`config.mk`:
```
export PLATFORM = sky130hd
export DESIGN_NAME = fft_butterfly_cfg
export DESIGN_NICKNAME = d
export VERILOG_FILES = /design/src/rtl/fft_butterfly_cfg.sv
export SDC_FILE = /design/constraint.sdc
export NUM_CORES = 2
export LEC_CHECK = 0
export ABC_AREA = 1
export CAP_MARGIN = 20
export CORE_MARGIN = 8
export CORE_UTILIZATION = 50
export CTS_CLUSTER_DIAMETER = 60
export DETAILED_ROUTE_END_ITERATION = 16
export PLACE_DENSITY_LB_ADDON = 0.15
export RECOVER_POWER = 25
export SLEW_MARGIN = 10
export SYNTH_ARGS = -nofsm -noshare
export SYNTH_HDL_FRONTEND = slang
export SYNTH_SLANG_ARGS = --single-unit
```
`constraint.sdc`:
```
create_clock -name clk -period 17.7 [get_ports clk]
set_input_delay 1.77 -clock clk [delete_from_list [all_inputs] [get_ports clk]]
set_output_delay 1.77 -clock clk [all_outputs]
set_load 0.05 [all_outputs]
```
`src/rtl/fft_butterfly_cfg.sv`:
```
// fft_butterfly_cfg: pipelined radix-2 DIT complex butterfly with scaling, inverse twiddle, rounding and saturation
module fft_butterfly_cfg #(
  parameter int DATA_WIDTH    = 16,
  parameter int TWIDDLE_WIDTH = 16,
  parameter int TAG_WIDTH     = 10,
  parameter bit ROUND         = 1
) (
  input  logic                       clk,
  input  logic                       reset,
  input  logic                       i_valid,
  output logic                       o_ready,
  input  logic [2*DATA_WIDTH-1:0]    i_data_a,
  input  logic [2*DATA_WIDTH-1:0]    i_data_b,
  input  logic [2*TWIDDLE_WIDTH-1:0] i_twiddle,
  input  logic                       i_scale,
  input  logic                       i_inverse,
  input  logic [TAG_WIDTH-1:0]       i_tag,
  output logic [2*DATA_WIDTH-1:0]    o_data_a_out,
  output logic [2*DATA_WIDTH-1:0]    o_data_b_out,
  output logic [TAG_WIDTH-1:0]       o_tag,
  output logic                       o_valid,
  input  logic                       i_ready,
  output logic                       o_overflow,
  input  logic                       i_ovf_clear
);
  localparam int DW = DATA_WIDTH;
  localparam int TW = TWIDDLE_WIDTH;
  localparam int PW = DW + TW + 1;
  localparam logic signed [PW-1:0] MAXV  = (PW'(1) <<< (DW - 1)) - PW'(1);
  localparam logic signed [PW-1:0] MINV  = -(PW'(1) <<< (DW - 1));
  localparam logic signed [PW-1:0] RND_M = ROUND ? (PW'(1) <<< (TW - 2)) : '0;
  localparam logic signed [PW-1:0] RND_H = PW'(ROUND);
  localparam logic signed [TW-1:0] WMAX  = {1'b0, {(TW-1){1'b1}}};
  localparam logic signed [TW-1:0] WMIN  = {1'b1, {(TW-1){1'b0}}};

  // returns {saturated, value}
  function automatic logic [DW:0] sat(input logic signed [PW-1:0] x);
    return (x > MAXV) ? {1'b1, MAXV[DW-1:0]} : (x < MINV) ? {1'b1, MINV[DW-1:0]} : {1'b0, x[DW-1:0]};
  endfunction

  function automatic logic [DW:0] fin(input logic signed [PW-1:0] x, input logic sc);
    logic signed [PW-1:0] h;
    h = (x + RND_H) >>> 1;
    return sc ? {1'b0, h[DW-1:0]} : sat(x);
  endfunction

  logic en;
  logic v1_q, v2_q, v3_q, sc1_q, inv1_q, sc2_q, po2_q, ovf_q;
  logic [2*DW-1:0] a1_q, b1_q, a2_q, p2_q, a3_q, b3_q;
  logic [2*TW-1:0] w1_q;
  logic [TAG_WIDTH-1:0] tag1_q, tag2_q, tag3_q;
  logic signed [TW-1:0] wim;
  logic signed [PW-1:0] bre, bim, wre, wimx, pre, pim, are, aim, pre2, pim2;
  logic [DW:0] sre_d, sim_d, r0_d, r1_d, r2_d, r3_d;
  logic sat3_d;

  assign en           = ~v3_q | i_ready;
  assign o_ready      = en;
  assign o_valid      = v3_q;
  assign o_data_a_out = a3_q;
  assign o_data_b_out = b3_q;
  assign o_tag        = tag3_q;
  assign o_overflow   = ovf_q;

  always_comb begin
    wim  = inv1_q ? ((w1_q[TW-1:0] == WMIN) ? WMAX : -$signed(w1_q[TW-1:0])) : $signed(w1_q[TW-1:0]);
    bre  = PW'($signed(b1_q[2*DW-1:DW]));
    bim  = PW'($signed(b1_q[DW-1:0]));
    wre  = PW'($signed(w1_q[2*TW-1:TW]));
    wimx = PW'(wim);
    pre  = (bre * wre - bim * wimx + RND_M) >>> (TW - 1);
    pim  = (bre * wimx + bim * wre + RND_M) >>> (TW - 1);
    sre_d = sat(pre);
    sim_d = sat(pim);
    are  = PW'($signed(a2_q[2*DW-1:DW]));
    aim  = PW'($signed(a2_q[DW-1:0]));
    pre2 = PW'($signed(p2_q[2*DW-1:DW]));
    pim2 = PW'($signed(p2_q[DW-1:0]));
    r0_d = fin(are + pre2, sc2_q);
    r1_d = fin(aim + pim2, sc2_q);
    r2_d = fin(are - pre2, sc2_q);
    r3_d = fin(aim - pim2, sc2_q);
    sat3_d = po2_q | r0_d[DW] | r1_d[DW] | r2_d[DW] | r3_d[DW];
  end

  always_ff @(posedge clk) begin
    if (reset) begin
      {v1_q, v2_q, v3_q, sc1_q, inv1_q, sc2_q, po2_q, ovf_q} <= '0;
      {a1_q, b1_q, a2_q, p2_q, a3_q, b3_q} <= '0;
      w1_q <= '0;
      {tag1_q, tag2_q, tag3_q} <= '0;
    end else begin
      if (en) begin
        v1_q   <= i_valid;
        a1_q   <= i_data_a;
        b1_q   <= i_data_b;
        w1_q   <= i_twiddle;
        sc1_q  <= i_scale;
        inv1_q <= i_inverse;
        tag1_q <= i_tag;
        v2_q   <= v1_q;
        a2_q   <= a1_q;
        p2_q   <= {sre_d[DW-1:0], sim_d[DW-1:0]};
        po2_q  <= sre_d[DW] | sim_d[DW];
        sc2_q  <= sc1_q;
        tag2_q <= tag1_q;
        v3_q   <= v2_q;
        a3_q   <= {r0_d[DW-1:0], r1_d[DW-1:0]};
        b3_q   <= {r2_d[DW-1:0], r3_d[DW-1:0]};
        tag3_q <= tag2_q;
      end
      ovf_q <= ~i_ovf_clear & (ovf_q | (en & v2_q & sat3_d));
    end
  end
endmodule
```
## Yosys cells after proc, flatten, opt, wreduce, memory -nomap -nowiden

Cells that the tools add are included.

- Bits of input ports: 113
- Bits in registers: 262
- Word-level logic and storage cells: 78
- Output and inout port bits: 77

- $lt $le $gt $ge: 12
- Eq/ne operators: 1
- Add/sub/neg operators: 13
- Bitwise gates (word level): 12
- Muxes and demuxes: 18
- Multipliers: 4

Operators with widths:

| cell | count |
|---|---|
| $mux W17 | 16 |
| $mul A16 B16 Y32 | 4 |
| $add A17 B2 Y17 const B | 4 |
| $gt A17 B16 Y1 const B | 4 |
| $lt A17 B16 Y1 const B | 4 |
| $add A33 B16 Y33 const B | 2 |
| $gt A18 B16 Y1 const B | 2 |
| $lt A18 B16 Y1 const B | 2 |
| $add A16 B16 Y17 | 2 |
| $sub A16 B16 Y17 | 2 |
| $add A32 B32 Y33 | 1 |
| $sub A32 B32 Y33 | 1 |
| $mux W16 | 2 |
| $eq A16 B16 Y1 const B | 1 |
| $neg A16 Y16 | 1 |
| $or A1 B1 Y1 | 7 |
| $and A1 B1 Y1 | 3 |
| $not A1 Y1 | 2 |

## Depth between registers and ports, before layout

- Word-level depth: 12
- Gate-level depth with buffers: 45

## Worst setup path before layout

Ideal clock, no wire load.

- Kind: flip-flop to flip-flop
- From: register w1_q[0]
- To: register p2_q[21]
- Required time: 17.581 ns
- Path slack: 9.050 ns
- Stages on the path, launching flop included: 36
- Arrival time: 8.531 ns
- Path buffers: 2
- Path through: dfxtp_1 inv_1 ha_1 inv_1 nor3_2 nand2_2 nor2_4 nand4_2 nand2_2 buf_6 inv_1 nor2_1 inv_1 fa_1 fa_1 fa_1 inv_1 fa_1 fa_1 fa_1 inv_1 fa_1 inv_1 fa_1 inv_1 ha_1 a21o_1 a21oi_1 nor2_1 a2111oi_0 nand2_1 nand2_1 nand3_1 nand2_2 buf_2 a21oi_1

- Cells in the longest elaborated chain, start to end: 9
- Elaborated cells between the ends (all ways): 11

Ends and longest elaborated chain:

| what | line | RTL |
|---|---|---|
| start: declaration | 50 | `logic [2*TW-1:0] w1_q;` |
| start signal: assignment | 97 | `w1_q <= i_twiddle;` |
| $neg A16 Y16 / $eq A16 B16 Y1 (equally long branches) | 66 | `wim = inv1_q ? ((w1_q[TW-1:0] == WMIN) ? WMAX : -$signed(w1_q[TW-1:0])) : $signed(w1_q[TW-1:0]);` |
| $mux W16 | 66 |  |
| $mux W16 * | 66 |  |
| $mul A16 B16 Y32 * | 71 | `pre = (bre * wre - bim * wimx + RND_M) >>> (TW - 1);` |
| $sub A32 B32 Y33 * | 71 |  |
| $add A33 B16 Y33 * | 71 |  |
| $lt A18 B16 Y1 | 38 | `return (x > MAXV) ? {1'b1, MAXV[DW-1:0]} : (x < MINV) ? {1'b1, MINV[DW-1:0]} : {1'b0, x[DW-1:0]};` |
| $mux W17 | 38 |  |
| $mux W17 * | 38 |  |
| end signal: assignment | 103 | `p2_q <= {sre_d[DW-1:0], sim_d[DW-1:0]};` |
| end: declaration | 49 | `logic [2*DW-1:0] a1_q, b1_q, a2_q, p2_q, a3_q, b3_q;` |

Mark *: on every way between the ends. The rest lies on a longest branch, timed or not.
A chain may end at the register's enable or synchronous reset.

## Final worst setup path

- From: register w1_q[0]
- To: register po2_q

- Cells in the longest elaborated chain, start to end: 10
- Elaborated cells between the ends (all ways): 19

Ends and longest elaborated chain:

| what | line | RTL |
|---|---|---|
| $neg A16 Y16 / $eq A16 B16 Y1 (equally long branches) | 66 |  |
| $mux W16 | 66 |  |
| $mux W16 * | 66 |  |
| $mul A16 B16 Y32, on equally long branches | 71, 72 |  |
| $sub A32 B32 Y33 / $add A32 B32 Y33 (equally long branches) | 71, 72 |  |
| $add A33 B16 Y33, on equally long branches | 71, 72 |  |
| $lt A18 B16 Y1 | 38 |  |
| $mux W17 (2 in a row) | 38 |  |
| $or A1 B1 Y1 * | 104 | `po2_q <= sre_d[DW] \| sim_d[DW];` |
| end signal: assignment | 104 |  |
| end: declaration | 48 | `logic v1_q, v2_q, v3_q, sc1_q, inv1_q, sc2_q, po2_q, ovf_q;` |

Marked as above.

==> results.sh <==
export IMPL_regArea_um2=5254
export IMPL_drt_pass1_iterations=7
export IMPL_cts_resized=0
export IMPL_multi_input_area_um2=42790
export IMPL_max_slew_margin_pct=-312.3
export IMPL_drive_above_1_share_pct=3.019
export IMPL_hp_class="reg -> reg"
export IMPL_syn_nets=9100
export IMPL_fin_crit_sh_pct=58.39
export IMPL_cts_setup_buffers=0
export IMPL_async_flop_share_pct=0
export IMPL_grt_overflow=0
export IMPL_cp_required_ns=18.20
export IMPL_cp_slowest_cell="fa_1"
export IMPL_startpoint_type="flop"
export IMPL_nFillCells=10917
export IMPL_synth_cells=7442
export IMPL_drt_iter0_markers=4287
export IMPL_root_buffer="clkbuf_16"
export IMPL_coreArea_um2=113700
export IMPL_h_tree_depth=2
export IMPL_synth_cell_type_count=53
export IMPL_grt_pass1_vias=48686
export IMPL_die_h_um=353.7
export IMPL_fin_setup_tns_ns=0
export IMPL_violations="max-capacitance violations, max-slew violations"
export IMPL_antenna_found_initial=4
export IMPL_synth_avg_cell_area_um2=7.661
export IMPL_drc=0
export IMPL_dp_hpwl_um=149200
export IMPL_cts_buffer_depth=3
export IMPL_tightestPinTransition_ns=6.185
export IMPL_die_area_um2=125100
export IMPL_dr_total_vias=47339
export IMPL_wire_per_inst_um=20.98
export IMPL_ant_nets=0
export IMPL_yosys_warnings=0
export IMPL_synth_seq_cells=262
export IMPL_maxCapViolations=4
export IMPL_clk_pin_slew_ns=0.06
export IMPL_synth_edf_count=0
export IMPL_rows=124
export IMPL_slew_violations=330
export IMPL_die_x_um=353.7
export IMPL_track_usage_pct=30.29
export IMPL_status="finished, violations left"
export IMPL_io_buffer_count=189
export IMPL_worst_path_largest_cell_delay_ns=0.60
export IMPL_critPathKind="reg -> reg"
export IMPL_rsz0062_at_grt="false"
export IMPL_fmax_mhz=96.76
export IMPL_cpMostUsedCell="inv_1"
export IMPL_finalHoldViolCount=0
export IMPL_synthToLayoutAreaGrowth_pct=8.197
export IMPL_nets=9074
export IMPL_finalWirelength_um=188100
export IMPL_start_util_pct=50.13
export IMPL_setup_violations=0
export IMPL_cts_tree="yes"
export IMPL_period_minus_slack_ns=10.34
export IMPL_ys_seq_area_share_pct=9.200
export IMPL_synth_area_um2=57010
export IMPL_gp_congestion=0.9417
export IMPL_cts_sinks=262
export IMPL_clock_skew_ns=0.03471
export IMPL_grt_pass1_wl_um=292700
export IMPL_clk_latency_ns=0.63
export IMPL_synthFlopType="dfxtp_1"
export IMPL_viasPerCell=5.279
export IMPL_cts_hold_buf=0
export IMPL_ios=190
export IMPL_cp_arrival_ns=10.83
export IMPL_grt_max_degree=139
export IMPL_cts_made_buffers=46
export IMPL_end_kind="flop"
export IMPL_critPathMaxFanout=20
==> per-layer routing <==
| layer | GRT usage (%) | part of all wire, % |
|---|---|---|
| met1 | 40.91 | 41 |
| met2 | 46.53 | 44 |
| met3 | 6.946 | 10 |
| met4 | 13.55 | 5.5 |
| met5 | 0 | 0.0069 |
==> Yosys cell counts, types with 6 or more instances <==
library cell	n	area, um^2
and2_1	6	37.54
nand4_1	51	319.1
xor2_1	86	753.2
inv_2	7	26.28
nor2_1	643	2414
nand2_2	16	100.1
ha_1	368	4604
o21ai_0	307	1536
buf_2	22	110.1
nand3b_1	8	60.06
dfxtp_1	262	5245
o21bai_1	10	75.07
nand3_1	161	805.8
a21oi_2	11	96.34
a21oi_1	246	1231
o22ai_1	40	250.2
clkinv_1	13	48.80
o211ai_1	12	90.09
o21a_1	10	75.07
nand2_1	1509	5664
o221ai_1	7	61.31
a31oi_1	9	56.30
fa_1	1177	23560
nor3_1	33	165.2
buf_1	19	71.32
nor4_1	8	50.05
inv_1	2023	7594
xnor2_1	42	367.9
a21o_1	6	45.04
clkbuf_1	291	1092
==> registers in the layout, indices dropped and copies added (netlist names) <==
signal and cells:
a1_q 32, a2_q 32, b1_q 32, o_data_a_out 32
o_data_b_out 32, p2_q 32, w1_q 32, o_tag 10
tag1_q 10, tag2_q 10, inv1_q 1, o_overflow 1
o_valid 1, po2_q 1, sc1_q 1, sc2_q 1
v1_q 1, v2_q 1
==> layout by cell type (no fill, tap or decap), types with 8 or more instances in the layout <==
cell type        synthesis  layout
nand4_1                 51      51
dfxtp_1                262     255
nand3b_1                 8       8
nor2_1                 643     638
nor4_1                   8       8
clkbuf_16                0      46
o211ai_1                12      12
nand2_2                 16      16
nor3_1                  33      33
o21bai_1                10      10
a21oi_2                 11      11
inv_6                    0       8
clkdlybuf4s50_1          0     188
o21ai_0                307     307
o22ai_1                 40      40
a31oi_1                  9       9
fa_1                  1177    1177
buf_4                    0      69
a21oi_1                246     246
nand3_1                161     160
clkinv_1                13      13
ha_1                   368     368
xnor2_1                 42      42
xor2_1                  86      86
o21a_1                  10      10
nand2_1               1509    1509
inv_1                 2023    2021
==> cell type report <==
class | instances | share of cell area [%]
multi-input combinational | 4801 | 69.37
inverter | 2043 | 12.44
sequential | 262 | 8.517
timing repair buffer | 262 | 3.931
tap | 1512 | 3.067
clock buffer | 52 | 1.968
clock inverter | 33 | 0.6917
antenna | 3 | 0.01217
==> critical path, delay by kind of cell (launching register included) <==
kind | cells | cell delay (ns)
and+or+nand+nor | 14 | 3.13
buffers and inverters | 11 | 1.54
DFF | 1 | 0.31
AOI/OAI and AO/OA | 4 | 0.96
adders and majority gates | 10 | 4.24
==> worst paths after layout <==
kind               from         end  slack (ns)  depth (start not counted)
max             w1_q[0]       po2_q        7.36                         39
min          o_overflow  o_overflow        0.45                          2
max reg2reg     w1_q[0]       po2_q        7.36                         39
min reg2reg  o_overflow  o_overflow        0.45                          2
==> stage by stage <==
step / hold slack [ns] / utilization [%] / cells / worst slack [ns] / instance area [um^2]
5_1_grt: 0.4900 / 54.24 / 8967 / 6.487 / 61680
3_3_place_gp: 0.4340 / 52.83 / 8880 / 7.581 / 60080
2_1_floorplan: 0.4495 / - / 7442 / 9.050 / 57010
3_5_place_dp: 0.4430 / 52.83 / 8880 / 7.479 / 60080
6_report: 0.4503 / 54.24 / 8968 / 7.365 / 61680
4_1_cts: 0.4532 / 54.27 / 8965 / 7.469 / 61720
==> cells by family after synthesis <==
kind of cell	Yosys count	synth area share, %
AOI/OAI and AO/OA	674	6.430
xor gates and xnor gates	129	2.015
DFF	262	9.200
and+or+nand+nor	2453	17.17
buffers and inverters	2379	15.78
adders and majority gates	1545	49.41
Power is left out: the tool's default activity adds up to more than one toggle a clock period on the data nets, which glitch-free logic cannot reach.
